<file path="config.mk">
export PLATFORM = sky130hd
export DESIGN_NAME = alu_src_b_stage
export DESIGN_NICKNAME = d
export VERILOG_FILES = /design/src/rtl/alu_src_b_stage.sv
export SDC_FILE = /design/constraint.sdc
export NUM_CORES = 1
export LEC_CHECK = 0
export ABC_CLOCK_PERIOD_IN_PS = 2100
export CAP_MARGIN = 20
export CORE_UTILIZATION = 49
export DETAILED_ROUTE_END_ITERATION = 16
export PLACE_DENSITY = 0.81
export SYNTH_ARGS = -nofsm -noshare
export SYNTH_HDL_FRONTEND = slang
export SYNTH_SLANG_ARGS = --single-unit
</file>
<file path="constraint.sdc">
create_clock -name clk -period 2.1 [get_ports clk]
set_clock_uncertainty 0.1 [all_clocks]
set_input_delay 0.63 -clock clk [delete_from_list [all_inputs] [get_ports clk]]
set_output_delay 0.63 -clock clk [all_outputs]
set_load 0.1 [all_outputs]
</file>
<file path="src/rtl/alu_src_b_stage.sv">
// -----------------------------------------------------------------------------
// alu_src_b_stage
//
// Registered ALU operand-B source stage for the multicycle datapath. A request
// (select code, immediate, register B value) is accepted through a valid/ready
// handshake. The stage computes the selected, extended or shifted operand and
// stores it in a 2-entry FIFO. The ALU side can therefore stall without losing
// a request.
//
// Ports:
//   clk        in   1          rising-edge clock
//   reset      in   1          synchronous, active-high reset
//   in_valid   in   1          request present on sel/imm/regb
//   in_ready   out  1          stage can accept a request this cycle
//   sel        in   3          source select code
//   imm        in   IMM_WIDTH  immediate field
//   regb       in   WIDTH      register B value
//   out_valid  out  1          out_data/out_err hold a valid result
//   out_ready  in   1          consumer accepts the result this cycle
//   out_data   out  WIDTH      selected operand (head of queue)
//   out_err    out  1          head came from a reserved select code
//   count      out  2          queue occupancy (0..2)
// -----------------------------------------------------------------------------
module alu_src_b_stage #(
  parameter int WIDTH     = 32,
  parameter int IMM_WIDTH = 16,
  parameter int CONST_VAL = 4,
  parameter int SHIFT     = 2
) (
  input  logic                 clk,
  input  logic                 reset,
  input  logic                 in_valid,
  output logic                 in_ready,
  input  logic [2:0]           sel,
  input  logic [IMM_WIDTH-1:0] imm,
  input  logic [WIDTH-1:0]     regb,
  output logic                 out_valid,
  input  logic                 out_ready,
  output logic [WIDTH-1:0]     out_data,
  output logic                 out_err,
  output logic [1:0]           count
);

  typedef enum logic [2:0] {
    SRC_SEXT   = 3'b000,
    SRC_CONST  = 3'b001,
    SRC_REGB   = 3'b010,
    SRC_SHIFT  = 3'b011,
    SRC_ZEXT   = 3'b100,
    SRC_UPPER  = 3'b101
  } src_sel_e;

  typedef struct packed {
    logic [WIDTH-1:0] data;
    logic             err;
  } entry_t;

  // Queue storage: entry0 is always the head, and entry1 is the one behind it.
  entry_t     entry0_q, entry0_d;
  entry_t     entry1_q, entry1_d;
  logic [1:0] count_q,  count_d;

  entry_t           new_entry;
  logic [WIDTH-1:0] imm_sext;
  logic [WIDTH-1:0] imm_zext;
  logic             push;
  logic             pop;

  assign imm_sext = {{(WIDTH-IMM_WIDTH){imm[IMM_WIDTH-1]}}, imm};
  assign imm_zext = {{(WIDTH-IMM_WIDTH){1'b0}}, imm};

  // Operand decode. Shifts are done at WIDTH bits, so bits pushed past the
  // MSB are dropped.
  // NOTE: every always_comb output gets a default first, so no path can infer a latch.
  always_comb begin
    new_entry = '0;
    case (src_sel_e'(sel))
      SRC_SEXT:  new_entry.data = imm_sext;
      SRC_CONST: new_entry.data = WIDTH'(CONST_VAL);
      SRC_REGB:  new_entry.data = regb;
      SRC_SHIFT: new_entry.data = imm_sext << SHIFT;
      SRC_ZEXT:  new_entry.data = imm_zext;
      SRC_UPPER: new_entry.data = imm_zext << IMM_WIDTH;
      default:   new_entry.err  = 1'b1;  // reserved codes: data 0, err 1
    endcase
  end

  // in_ready depends only on registered occupancy. This keeps any
  // combinational path from out_ready out of the upstream handshake.
  assign in_ready  = (count_q != 2'd2);
  assign out_valid = (count_q != 2'd0);
  assign push      = in_valid && in_ready;
  assign pop       = out_valid && out_ready;

  always_comb begin
    entry0_d = entry0_q;
    entry1_d = entry1_q;
    count_d  = count_q;
    unique case ({push, pop})
      2'b10: begin
        if (count_q == 2'd0) entry0_d = new_entry;
        else                 entry1_d = new_entry;
        count_d = count_q + 2'd1;
      end
      2'b01: begin
        // Advance the queue. The vacated slot returns to zero so that no
        // stale value sits in unused storage.
        entry0_d = entry1_q;
        entry1_d = '0;
        count_d  = count_q - 2'd1;
      end
      2'b11: begin
        // A push can only happen together with a pop when count is 1. The
        // new entry replaces the departing head.
        entry0_d = new_entry;
      end
      default: ;
    endcase
  end

  // NOTE: sequential state uses non-blocking assignments only, so every register samples pre-edge values.
  always_ff @(posedge clk) begin
    if (reset) begin
      // NOTE: both queue slots are cleared on reset, because out_data exposes the head directly and must never show X.
      entry0_q <= '0;
      entry1_q <= '0;
      count_q  <= 2'd0;
    end else begin
      entry0_q <= entry0_d;
      entry1_q <= entry1_d;
      count_q  <= count_d;
    end
  end

  assign out_data = entry0_q.data;
  assign out_err  = entry0_q.err;
  assign count    = count_q;

endmodule

</file>
Word-level counts from Yosys, hierarchy flattened. Cells that the tools add are included.

Input bits: 55. Logic and storage cells: 35. Flip-flop bits (word level): 68. Output and inout bits: 37.

Mux-type cells: 7. $add $sub $neg: 2. Reductions and logical operators: 10. Equal/unequal tests: 11.

Operators by type and width (number): $pmux W32 S6 (1); $pmux W33 S3 (1); $mux W33 (2); $pmux W33 S2 (1); $eq A3 B2 Y1 const B (2); $eq A3 B3 Y1 const B (2); $ne A2 B2 Y1 const B (3); $reduce_or A6 Y1 (1); $eq A2 B2 Y1 const B (2); $pmux W2 S2 (1); $reduce_and A2 Y1 (2); $reduce_bool A2 Y1 (2); $eq A3 B1 Y1 const B (1); $logic_not A3 Y1 (1); $reduce_bool A3 Y1 (1); $add A2 B1 Y2 const B (1); $eq A2 B1 Y1 const B (1); $logic_and A1 B1 Y1 (2); $logic_not A2 Y1 (1); $sub A2 B1 Y2 const B (1); $mux W1 (1).

Logic depth before layout (Yosys ltp). Gate-level depths: netlist (run 1).

Depth after elaboration: 5. Gate-level depth with buffers: 11.

Worst setup path before layout (run 1). No wires, ideal clock.

Kind: register -> register. Start: register count_q[1], in the netlist count[1]. End: register entry1_q[23] (netlist bit). Path buffers: 2. Cell stages (with the launch flop): 10. Setup slack: -1.412 ns. Arrival: 3.319 ns. Data required time: 1.908 ns. Cells stage by stage: dfxtp_1 -> nand2b_1 -> nand2_1 -> ha_1 -> buf_2 -> nor2_1 -> a21oi_2 -> nand2_1 -> buf_2 -> o32ai_1.

Cells in the longest elaborated chain, start to end: 5.

RTL lines: from (decl) (line 61) `logic [1:0] count_q, count_d;`; from (signal assigned) (line 131) `count_q <= count_d;`; $ne A2 B2 Y1 (*) (line 90) `assign in_ready = (count_q != 2'd2);`; named net in_ready (line 33) `output logic in_ready,`; $logic_and A1 B1 Y1 (*) (line 92) `assign push = in_valid && in_ready;`; $eq A2 B2 Y1 or $eq A2 B1 Y1 (tied branches) (line 99) `unique case ({push, pop})`; $ne A2 B2 Y1 (no line) or $reduce_bool A2 Y1 (tied branches); $reduce_and A2 Y1 (no line); to (signal assigned) (line 130) `entry1_q <= entry1_d;`; to (decl) (line 60) `entry_t entry1_q, entry1_d;`.

Mark *: on every way through the listed nets, which the timed path passes. The rest lies on a longest branch. A chain may end at the register's enable or synchronous reset.

Worst setup path after layout (run 1).
Start: input port in_valid. End: register entry0_q (netlist bit out_data[29]).

Cells in the longest elaborated chain, start to end: 4.

RTL lines: from (decl) (line 32) `input logic in_valid,`; $logic_and A1 B1 Y1 (*) (line 92); $eq A2 B2 Y1 or $eq A2 B1 Y1 (tied branches) (line 99); $ne A2 B2 Y1 (no line) or $reduce_bool A3 Y1 (tied branches); $reduce_and A2 Y1 (no line); to (signal assigned) (line 129) `entry0_q <= entry0_d;`; to (decl) (line 59) `entry_t entry0_q, entry0_d;`.

Mark *: on every way between the ends. The rest lies on a longest branch, timed or not.

==> results summary, run 1 <==
The flow ran to the end, and the final reports show no timing, DRC or antenna violations. Of the post-synthesis cell area, the part taken by muxes is 8.37%. The overall routed net length came out at 11,600 µm.

The floorplan die area is 7420 µm². The fraction of synthesis flops using an asynchronous set or reset pin is 0%. In this run the remaining antenna-violating nets after routing total 0. The critical path buffer and inverter count is 2. The number of remaining DRC errors is 0.

The synthesized-area fraction occupied by adder cells came out at 0.722%. STA puts the critical path data arrival time at 2.24 ns. The final-report hold violation count is 0. The number of nets in the finished design is 559. The overall routing resource usage is 31.3%.

Summing all non-filler instances in the final layout gives an area of 5460 µm². The number of warning messages in the yosys log came out at 0. The die extent in y is 86.1 µm.

The initial antenna violation count is 0. The wire length the detailed router placed on met1 came out at 4320 µm. The clock latency of the later-clocked register in the worst-skew pair is 0.35 ns.

The wire-length estimate of the detail-placed layout is 7780 µm. The number of cells in the finished layout apart from fillers is 603. The launch point of the worst reg-to-reg path is count[0].

The area inside the core boundary came out at 6830 µm². The prevailing post-synth register cell is sky130_fd_sc_hd__dfxtp_1. The maximum number of pins on one net before global-route repair is 41. Detailed routing placed a total of 1140 µm of wire on met3. The slack of the worst reg-to-reg path came out at 0.15 ns.

Cells fill 80.0% of the core in the end. Counting every net in the synthesized netlist gives 458. The critical path crosses 8 cells after its start point. The number of design-rule violations left by the first detailed-router iteration came out at 290. The proportion of synthesized chip area in sequential cells is 39.2%.

The final number of setup-violating endpoints came out at 0. The terminating pin of the worst hold path is entry1_q[2]. After layout, the minimum clock period comes to 2.06 ns. The cell depth of the worst hold path is 2. The cell area after placement is 5140 µm². The diode insertion count for antenna repair is 0. The clock-pin slew of the registers on the worst-case setup and hold paths is 0.08 ns. The effective utilization at floorplan came out at 50.8%.

Summed over all failing endpoints, the final setup total negative slack is 0 ns. Counting distinct cell types in the post-synthesis netlist gives 50. The number of instances in the synthesized netlist came out at 401. The worst setup path is of the input port to register kind.

Traced cell by cell, the critical path runs through clkdlybuf4s50_1 -> nand2_4 -> ha_4 -> a21oi_4 -> and2_4 -> nand2_1 -> buf_12 -> o21ai_0. In this run the power density over the cells is 1430 nW/µm². STA classifies the critical path startpoint as an input port. For the worst setup path, the data required time is 2.27 ns. The length in cells of the worst reg-to-reg path came out at 10. The residual overflow from global routing is 0.

The cell sitting at the root of the clock tree is a sky130_fd_sc_hd__clkbuf_8. After detailed routing, the number of vias per cell comes to 6.23. The transition time of the tightest slew-check pin is 0.499 ns. The largest stage delay on the critical path came out at 0.54 ns.

For this block, the via count after detailed routing is 3,758. Dividing the final minimum period by the clock period gives 98.2%. After synthesis, the mean cell area works out to 8.65 µm². The synthesized-area fraction occupied by xor and xnor cells is 0.505%. The maximum number of buffers from clock root to sink came out at 2. Wire segments on met2 add up to 5680 µm in the final route. The global-route wire length before repair came out at 17,900 µm. The worst setup path is captured at a register. The deepest level of the CTS H-tree came out at 3. The post-synthesis simple-gate area fraction came out at 13.3%. The detailed-routing iteration count for the pre-antenna-repair pass is 5. The reg-to-reg endpoint is out_data[29]. The netlist area before placement is 3470 µm². TritonCTS built the clock tree. Derived from the worst setup path, the maximum achievable clock frequency is 485 MHz. The number of cell rows came out at 30.

The quantity of hold-fixing buffers added after cts came out at 0. The highest metal layer used by the detailed router is met4. The cell type group with the largest total delay on the critical path is buffers and inverters. TritonCTS created 9 clock buffers. By area, the combinational part of the netlist is dominated by compound AO/OA/AOI/OAI gates. The average routed wire per standard cell came out at 19.3 µm. The worst-path maximum fanout came out at 14. The leakage power of the design is 2.07 nW.

The number of sinks on the clock net is 68. The total I/O pin count is 92. The tightest slew margin relative to the limit came out at 66.7%. The startpoint identified for the worst hold timing path is entry1_q[2]. The fraction of layout cells with a size suffix above 1 is 26.4%. In this run the horizontal extent of the chip is 86.1 µm.

VDD sags by at most 1.60 mV. The path class of the tightest hold or removal check is register to register. The number of synthesized flops with an enable pin is 0. The number of global-route vias before repair is 3,680.

Buffers placed on the I/O ports in this run total 91. Compared with the post-synthesis result, the final layout area differs by 57.5%. Summing the areas of all compound-gate instances in the mapped netlist gives 29.8% of the synthesized area.

On the critical path, the stage with the largest delay is an instance of sky130_fd_sc_hd__clkdlybuf4s50_1. At the end of routability-driven placement, the weighted congestion stood at 0.883. The tool flagged a number of max-cap violations equal to 0. The count of pins over their slew limit is 0. The synthesized design contains 68 register bits. The count of placed standard cells including taps is 587.
## layout make-up
class / instances / area, µm²
clock buffers: 13 / 169
clock inverters: 3 / 67.6
fillers: 430 / 1370
inverters: 20 / 85.1
multi-input cells: 274 / 1980
flip-flops and latches: 68 / 1370
well taps: 96 / 120
repair buffers: 129 / 1670
## timing repair
item,in CTS,in global routing
setup buffers,0,0
cloned,0,0
endpoints found under the hold margin,0,0
resized for setup,1,18
setup endpoints to repair,1,32
pin swaps,0,3
## Yosys cell counts (2+ instances only)
master                      instances  area, µm²
sky130_fd_sc_hd__a32oi_1           14        123
sky130_fd_sc_hd__clkbuf_1          13       48.8
sky130_fd_sc_hd__nor2_1            16       60.1
sky130_fd_sc_hd__inv_1             18       67.6
sky130_fd_sc_hd__nor2_4             2       22.5
sky130_fd_sc_hd__nand2b_1           5       31.3
sky130_fd_sc_hd__o22ai_1           14       87.6
sky130_fd_sc_hd__o21ai_0           22        110
sky130_fd_sc_hd__nand2_1           41        154
sky130_fd_sc_hd__nor2_2             6       37.5
sky130_fd_sc_hd__buf_4              4       30.0
sky130_fd_sc_hd__mux2i_1           29        290
sky130_fd_sc_hd__dfxtp_1           68       1360
sky130_fd_sc_hd__o21ai_1           10       50.1
sky130_fd_sc_hd__a21oi_2            2       17.5
sky130_fd_sc_hd__a211oi_2           6       75.1
sky130_fd_sc_hd__buf_1              3       11.3
sky130_fd_sc_hd__buf_2             16       80.1
sky130_fd_sc_hd__a21oi_1           35        175
sky130_fd_sc_hd__a211oi_1          14        105
sky130_fd_sc_hd__o2bb2ai_1         12        105
sky130_fd_sc_hd__and2_1             2       12.5
sky130_fd_sc_hd__or3_1              2       12.5
sky130_fd_sc_hd__ha_1               2       25.0
sky130_fd_sc_hd__nor3_1             4       20.0
sky130_fd_sc_hd__nand3b_1           3       22.5
sky130_fd_sc_hd__o32ai_1           15        131
## logic make-up (layout without fill, tap and decap cells)
kind of cell	count (synthesis)	count (layout)
DFF	68	68
and+or+nand+nor	91	91
xor gates and xnor gates	2	2
adders and majority gates	2	2
muxes	29	29
buffers and inverters	59	165
AOI/OAI and AO/OA	150	150
## how the worst max path moves through the flow
stage / startpoint / end / slack (ns)
after CTS: out_ready / entry1_q[31] / 0.008
after detailed placement: out_ready / entry1_q[4] / -0.34
final: in_valid / out_data[29] / 0.04
after global routing: in_valid / out_data[2] / -0.01
after floorplan: count[0] / entry1_q[0] / -0.02
after global placement: out_ready / entry1_q[11] / -0.23
## layout by cell type (no fill, tap or decap), types with 4 or more instances in the layout
cell                               n
sky130_fd_sc_hd__nor3_1            4
sky130_fd_sc_hd__inv_1            17
sky130_fd_sc_hd__nand2_1          38
sky130_fd_sc_hd__dfxtp_1          66
sky130_fd_sc_hd__nor2_2            6
sky130_fd_sc_hd__o22ai_1           8
sky130_fd_sc_hd__o21ai_0          21
sky130_fd_sc_hd__o22ai_2           6
sky130_fd_sc_hd__mux2i_1          29
sky130_fd_sc_hd__buf_12           45
sky130_fd_sc_hd__nor2_1           15
sky130_fd_sc_hd__o32ai_1          14
sky130_fd_sc_hd__a21oi_1          34
sky130_fd_sc_hd__clkdlybuf4s50_1  51
sky130_fd_sc_hd__a32oi_1          14
sky130_fd_sc_hd__buf_4            27
sky130_fd_sc_hd__o2bb2ai_1        12
sky130_fd_sc_hd__a211oi_2          6
sky130_fd_sc_hd__clkbuf_8         12
sky130_fd_sc_hd__a211oi_1         14
sky130_fd_sc_hd__o21ai_1          11
## layer usage
layer	track usage, %	vias up
met5	0	-
met4	19.8	0
met3	5.10	51
met2	51.9	264
met1	37.7	1763
li1	-	1680
## registers in the layout, summed over array words and instances (netlist names)
name	count
out_data	32
out_err	1
entry1_q	33
count	2
## where the power goes
group | switching, mW | internal [mW]
Sequential | 0.312 | 1.58
Clock | 0.508 | 0.767
Combinational | 2.90 | 1.76
## tightest hold or removal path, stage by stage, from the launching register on
cell and delay (ns):
sky130_fd_sc_hd__dfxtp_1 0.32, sky130_fd_sc_hd__nand2_1 0.05, sky130_fd_sc_hd__a21oi_1 0.05
## metrics by stage
step           worst slack (ns)  total power [mW]  hold WS (ns)
6_report                 0.0371              7.83         0.365
3_5_place_dp             -0.335              6.40         0.354
2_1_floorplan           -0.0153              4.69         0.327
3_3_place_gp             -0.233              6.30         0.335
5_1_grt                 -0.0118              8.08         0.386
4_1_cts                 0.00828              7.67         0.363
Note: power is estimated with default switching activity, not from simulation.
==> run 2, diff against run 1 <==
GPL_TIMING_DRIVEN = 1   (was unset)
==> results of run 2 <==
No change in the layout: final DEF, timing and power equal those of run 1.
==> run 3, diff against run 2 <==
CTS_CLUSTER_DIAMETER = 60   (was unset)
==> results of run 3 <==
No change in the layout: final DEF, timing and power equal those of run 1.
==> edit 1, RTL diff (settings of run 3) <==
Remove the case item `SRC_SHIFT` of the case on `src_sel_e'(sel)`.
--- a/src/rtl/alu_src_b_stage.sv
+++ b/src/rtl/alu_src_b_stage.sv
@@ -78,7 +78,6 @@
       SRC_SEXT:  new_entry.data = imm_sext;
       SRC_CONST: new_entry.data = WIDTH'(CONST_VAL);
       SRC_REGB:  new_entry.data = regb;
-      SRC_SHIFT: new_entry.data = imm_sext << SHIFT;
       SRC_ZEXT:  new_entry.data = imm_zext;
       SRC_UPPER: new_entry.data = imm_zext << IMM_WIDTH;
       default:   new_entry.err  = 1'b1;  // reserved codes: data 0, err 1
Function: changed (a bounded check fails within 4 cycles, from zero or initial values and one cycle with reset high).
==> edit 1 against run 3 <==
  * Total power rose by 12%
  * Count of clock-buffer cells in the layout down 1
  * Design area hardly changed
  * Maximum frequency shrank 0.34%
  * Worst setup slack worse by 0.0069 ns
  * Sequential cell count unchanged
  * Area after synthesis is 0.61% higher
  * Wire length fell by 5.6%
  * Highest routed layer unchanged
==> edit 1: results (changes against run 3) <==
logic_synthesis:
  synth.area.top_cells: "dfxtp_1 (39%), a21oi_1 (9.2%), nand3b_1 (6.9%), nand2_1 (5.4%), nor2_1 (5.3%)"  # was dfxtp_1 (39%), mux2i_1 (8.4%), a21oi_1 (5.1%), nand2_1 (4.4%), o32ai_1 (3.8%)
  synth_warnings: 0  # unchanged
  synth_nets: 502  # was 458
  synthDistinctLibCells: 40  # was 50
  synthCells: 445  # was 401
  synth_seq_area_share_pct: 39.0  # was 39.2%
  yosys-top-cells-count: "dfxtp_1 (68), a21oi_1 (64), nand2_1 (50), nor2_1 (49), nand3b_1 (32)"  # was dfxtp_1 (68), nand2_1 (41), a21oi_1 (35), mux2i_1 (29), o21ai_0 (22)
setup_path:
  crit_path_start: "out_ready"  # was in_valid
  crit_fanout: 15  # was 14
  r2r_slack_ns: 0.20  # was 0.15 ns
  endpoint: "out_data[5]"  # was out_data[29]
  rr_startpoint: "count[1]"  # was count[0]
  slowest_delay_ns: 0.45  # was 0.54 ns
  crit_arrival_ns: 2.24  # about the same
  path_delay_family: "buffers and inverters"  # unchanged
  r2r_cells: 10  # unchanged
grt:
  use_met3_pct: 5.24  # was 5.10%
  grt_antenna_before_repair: 0  # unchanged
  grt_pass1_wl_um: 17200  # was 17900 µm
  grtUsageMet2_pct: 50.6  # was 51.9%
  met1_usage_pct: 36.6  # was 37.7%
  grt_max_degree: 44  # was 41
  grt-ovfl-total: 0  # unchanged
  track_usage_pct: 29.6  # was 31.3%
  grt_pass1_vias: 3614  # was 3680
drt:
  drt_iter0_drc: 364  # was 290
  routed_wl_um: 11000  # was 11600 µm
  vias: 3708  # was 3758
  drt_first_pass_iters: 4  # was 5
final_layout:
  layout-drive-gt1-share_pct: 25.5  # was 26.4%
  nNetsFinal: 602  # was 559
  largest-register: "entry1_q"  # unchanged
  largest_reg_flops: 33  # unchanged
  stdcell_count: 646  # was 603
placement:
  placedInstanceArea_um2: 5210  # was 5140 µm²
  place_ws_ns: -0.403  # was -0.335 ns
  gp_congestion: 0.832  # was 0.883
  dp_cells: 629  # was 587
  io_buffers: 91  # unchanged
  place_hpwl_um: 7570  # was 7780 µm
power:
  vdd.ir_drop.worst_v: 0.00147  # was 0.00160 V
  p_leak_nw: 2.07  # about the same
  internal_power_mw: 4.38  # was 4.10 mW
clock_network:
  post_cts_buffers: 0  # unchanged
  clock-root-buffer: "clkbuf_8"  # unchanged
min_path:
  hold_end: "entry1_q[6]"  # was entry1_q[2]
  hp-start: "entry1_q[6]"  # was entry1_q[2]
outcome:
  status: "finished clean"  # unchanged
timing:
  hold_ws_ns: 0.361  # was 0.365 ns
  fin_crit_sh_pct: 98.6  # was 98.2%
  max_slew_margin_pct: 76.0  # was 66.7%
-- edit 1: cell count changes in the layout (fill, tap and decap cells not counted), moves of 7 or more --
cell,change
a32oi_1,-14
mux2i_1,-27
a21oi_1,+16
nor3_1,+10
nor2_1,+33
nand2b_1,+15
a211oi_2,+10
o22ai_1,-7
o2bb2ai_1,-12
nand3b_1,+29
nand2_1,+11
o32ai_1,-14
a21oi_2,+10
-- edit 1: cell type report --
type                       count  area [µm²]
clock buffer                  12         155
inverter                      18        75.1
tap                           96         120
clock inverter                 4        46.3
sequential                    68        1370
multi-input combinational    320        2000
fill                         412        1360
timing repair buffer         128        1700
-- edit 1: routing by layer --
metal | vias up | part of all wire (%)
met2 | 183 | 51
met1 | 1774 | 40
met5 | - | 0
met3 | 30 | 6.3
li1 | 1721 | -
met4 | 0 | 2.2
-- edit 1: kinds of logic (layout without fill, tap and decap cells) --
logic type / Yosys count / count (layout) / synth area share, %
adder cells (fa/ha/maj): 2 / 2 / 0.717
AND/OR/NAND/NOR: 179 / 179 / 26.5
AO/OA/AOI/OAI: 135 / 135 / 24.8
flip-flops: 68 / 68 / 39.0
buffers and inverters: 57 / 162 / 7.89
multiplexers: 2 / 2 / 0.574
XOR/XNOR: 2 / 2 / 0.502
-- edit 1: power groups by stage --
stage          logic [mW]  clock network, mW  registers [mW]
6_report             5.70               1.11            1.97
5_1_grt              5.93               1.18            2.01
4_1_cts              5.56               1.11            1.97
3_5_place_dp         5.54                  0            2.00
3_3_place_gp         5.46                  0            1.98
2_1_floorplan        1.87                  0            3.62
-- edit 1: repair_timing --
action                     CTS  global route
cloned                       0             1
setup endpoints to repair    3            11
resized for setup            1            11
==> edit 2, RTL diff (flow settings as in run 3) <==
Without the edit above. Set the parameter `WIDTH` to 16 (it was 32).
--- a/src/rtl/alu_src_b_stage.sv
+++ b/src/rtl/alu_src_b_stage.sv
@@ -22,7 +22,7 @@
 //   count      out  2          queue occupancy (0..2)
 // -----------------------------------------------------------------------------
 module alu_src_b_stage #(
-  parameter int WIDTH     = 32,
+  parameter int WIDTH     = 16,
   parameter int IMM_WIDTH = 16,
   parameter int CONST_VAL = 4,
   parameter int SHIFT     = 2
Ports: changed (resized out_data and regb); port bits go from 92 to 60. The function was not compared with the original's and may differ.
==> edit 2 against run 3 <==
  * Sequential cell count fell by 32
  * Total power fell by 39%
  * Worst setup slack barely moved
  * Count of clock-buffer cells in the layout fell by 8
  * Maximum frequency barely moved
  * Global-route usage fell by 3.5 points
  * Largest power group unchanged
  * Largest cell class unchanged
  * Hold slack improved by 0.0096 ns
  * Area after synthesis fell by 44%
  * Wire length fell by 53%
  * Design area fell by 45%
==> edit 2: results (changes against run 3) <==
outcome:
  status: "finished clean"  # unchanged
setup_path:
  r2r_slack_ns: 0.19  # was 0.15 ns
  r2r_end: "count[1]"  # was out_data[29]
  slowest_delay_ns: 0.43  # was 0.54 ns
  path_delay_family: "buffers and inverters"  # unchanged
  slowest_stage: "clkdlybuf4s50_1"  # unchanged
  crit_fanout: 5  # was 14
  crit_arrival_ns: 2.18  # was 2.24 ns
  rr_startpoint: "count[0]"  # unchanged
  r2r_cells: 9  # was 10
logic_synthesis:
  syn_avg_cell_area_um2: 10.0  # was 8.65 µm²
  synth_seq_area_share_pct: 37.4  # was 39.2%
  synthArstFlopShare_pct: 0  # unchanged
  synth_ff_type: "dfxtp_1"  # unchanged
  synth.area.top_cells: "dfxtp_1 (37%), a211oi_2 (10%), mux2i_1 (8.3%), a32o_1 (6.8%), o2bb2ai_1 (5.9%)"  # was dfxtp_1 (39%), mux2i_1 (8.4%), a21oi_1 (5.1%), nand2_1 (4.4%), o32ai_1 (3.8%)
  yosys-top-cells-count: "dfxtp_1 (36), nor2_1 (24), a211oi_2 (16), mux2i_1 (16)"  # was dfxtp_1 (68), nand2_1 (41), a21oi_1 (35), mux2i_1 (29), o21ai_0 (22)
  synth_nets: 233  # was 458
  synth_warnings: 0  # unchanged
  synthDistinctLibCells: 32  # was 50
placement:
  io_buffers: 59  # was 91
  place_hpwl_um: 3970  # was 7780 µm
  placedInstanceArea_um2: 2910  # was 5140 µm²
  gp_congestion: 0.895  # was 0.883
drt:
  drt_iter0_drc: 93  # was 290
  avgRoutedWirePerCell_um: 18.0  # was 19.3 µm
  viasPerCell: 5.77  # was 6.23
  drt_first_pass_iters: 4  # was 5
  vias: 1767  # was 3758
final_layout:
  fillCellCount: 221  # was 430
  largest-register: "entry1_q"  # unchanged
  nNetsFinal: 298  # was 559
  insertedDiodeCount: 0  # unchanged
  layout-drive-gt1-share_pct: 32.9  # was 26.4%
  largest_reg_flops: 17  # was 33
min_path:
  min_path_cells: 1  # was 2
  hp-start: "entry1_q[14]"  # was entry1_q[2]
  hold_class: "register to register"  # unchanged
  hold_end: "entry1_q[14]"  # was entry1_q[2]
clock_network:
  numCtsBuffers: 5  # was 9
  h-tree-depth: 2  # was 3
  clk_latency_ns: 0.29  # was 0.35 ns
  cts_buffer_depth: 2  # unchanged
power:
  vdd.ir_drop.worst_v: 0.00134  # was 0.00160 V
  p_leak_nw: 1.14  # was 2.07 nW
  internal_power_mw: 2.32  # was 4.10 mW
grt:
  track_usage_pct: 27.8  # was 31.3%
  grt_max_degree: 34  # was 41
  grt-ovfl-total: 0  # unchanged
  grt_pass1_vias: 1835  # was 3680
  grt_pass1_wl_um: 8670  # was 17900 µm
timing:
  max_slew_margin_pct: 78.7  # was 66.7%
==> edit 2: area by class of cell <==
| class | instances | area (µm²) | share of cell area [%] |
|---|---|---|---|
| Multi-Input combinational cell | 134 | 1160 | 38.4 |
| Timing Repair Buffer | 77 | 976 | 32.2 |
| Sequential cell | 36 | 728 | 24.0 |
| Clock buffer | 5 | 68.8 | 2.27 |
| Tap cell | 48 | 60.1 | 1.98 |
| Clock inverter | 3 | 18.8 | 0.619 |
| Inverter | 3 | 13.8 | 0.454 |
==> edit 2: what timing repair did <==
item,CTS,global route
setup endpoints to repair,16,15
pin swaps,0,2
gates resized for setup,4,6
==> edit 2: power by group through the flow <==
stage,logic (mW),registers [mW],clock network [mW]
6_report,3.20,1.08,0.490
5_1_grt,3.31,1.10,0.525
4_1_cts,3.19,1.08,0.497
3_5_place_dp,3.16,1.09,0
3_3_place_gp,3.08,1.08,0
2_1_floorplan,1.17,2.02,0
==> edit 2: through the flow <==
step                      utilization, %  total power [mW]  worst slack (ns)  hold WS, ns
after floorplan                        -              3.18            -0.155        0.337
after global placement              78.3              4.17            -0.281        0.348
after detailed placement            78.3              4.26            -0.358        0.354
after CTS                           80.8              4.77           0.00275        0.377
after global routing                81.5              4.94           -0.0164        0.393
final                               81.5              4.77            0.0373        0.374
==> edit 2: worst max path at each step <==
| stage | from | end | cells past startpoint |
|---|---|---|---|
| 2_1_floorplan | count[0] | entry1_q[10] | 9 |
| 3_3_place_gp | in_valid | entry1_q[6] | 8 |
| 3_5_place_dp | in_valid | entry1_q[15] | 8 |
| 4_1_cts | sel[1] | out_data[5] | 6 |
| 5_1_grt | sel[2] | out_data[10] | 6 |
| 6_report | out_ready | count[1] | 8 |
==> edit 2: kinds of logic (layout without fill, tap and decap cells) <==
family          Yosys count  in the layout  synth area share (%)
compound gates           70             70                  33.9
simple gates             44             44                  11.4
flops                    36             36                  37.4
buf+inv                  22             88                  6.69
mux                      16             16                  8.32
fa+ha+maj                 2              2                  1.30
xor+xnor                  2              2                 0.910
==> edit 2: per-layer routing <==
| metal | up-vias | track usage [%] | wire (µm) | share of wire, % |
|---|---|---|---|---|
| met5 | - | 0 | 0 | 0 |
| met2 | 64 | 48.3 | 2740 | 50 |
| met1 | 843 | 33.2 | 2400 | 44 |
| met4 | 0 | 10.3 | 75 | 1.4 |
| li1 | 853 | - | - | - |
| met3 | 7 | 6.16 | 292 | 5.3 |
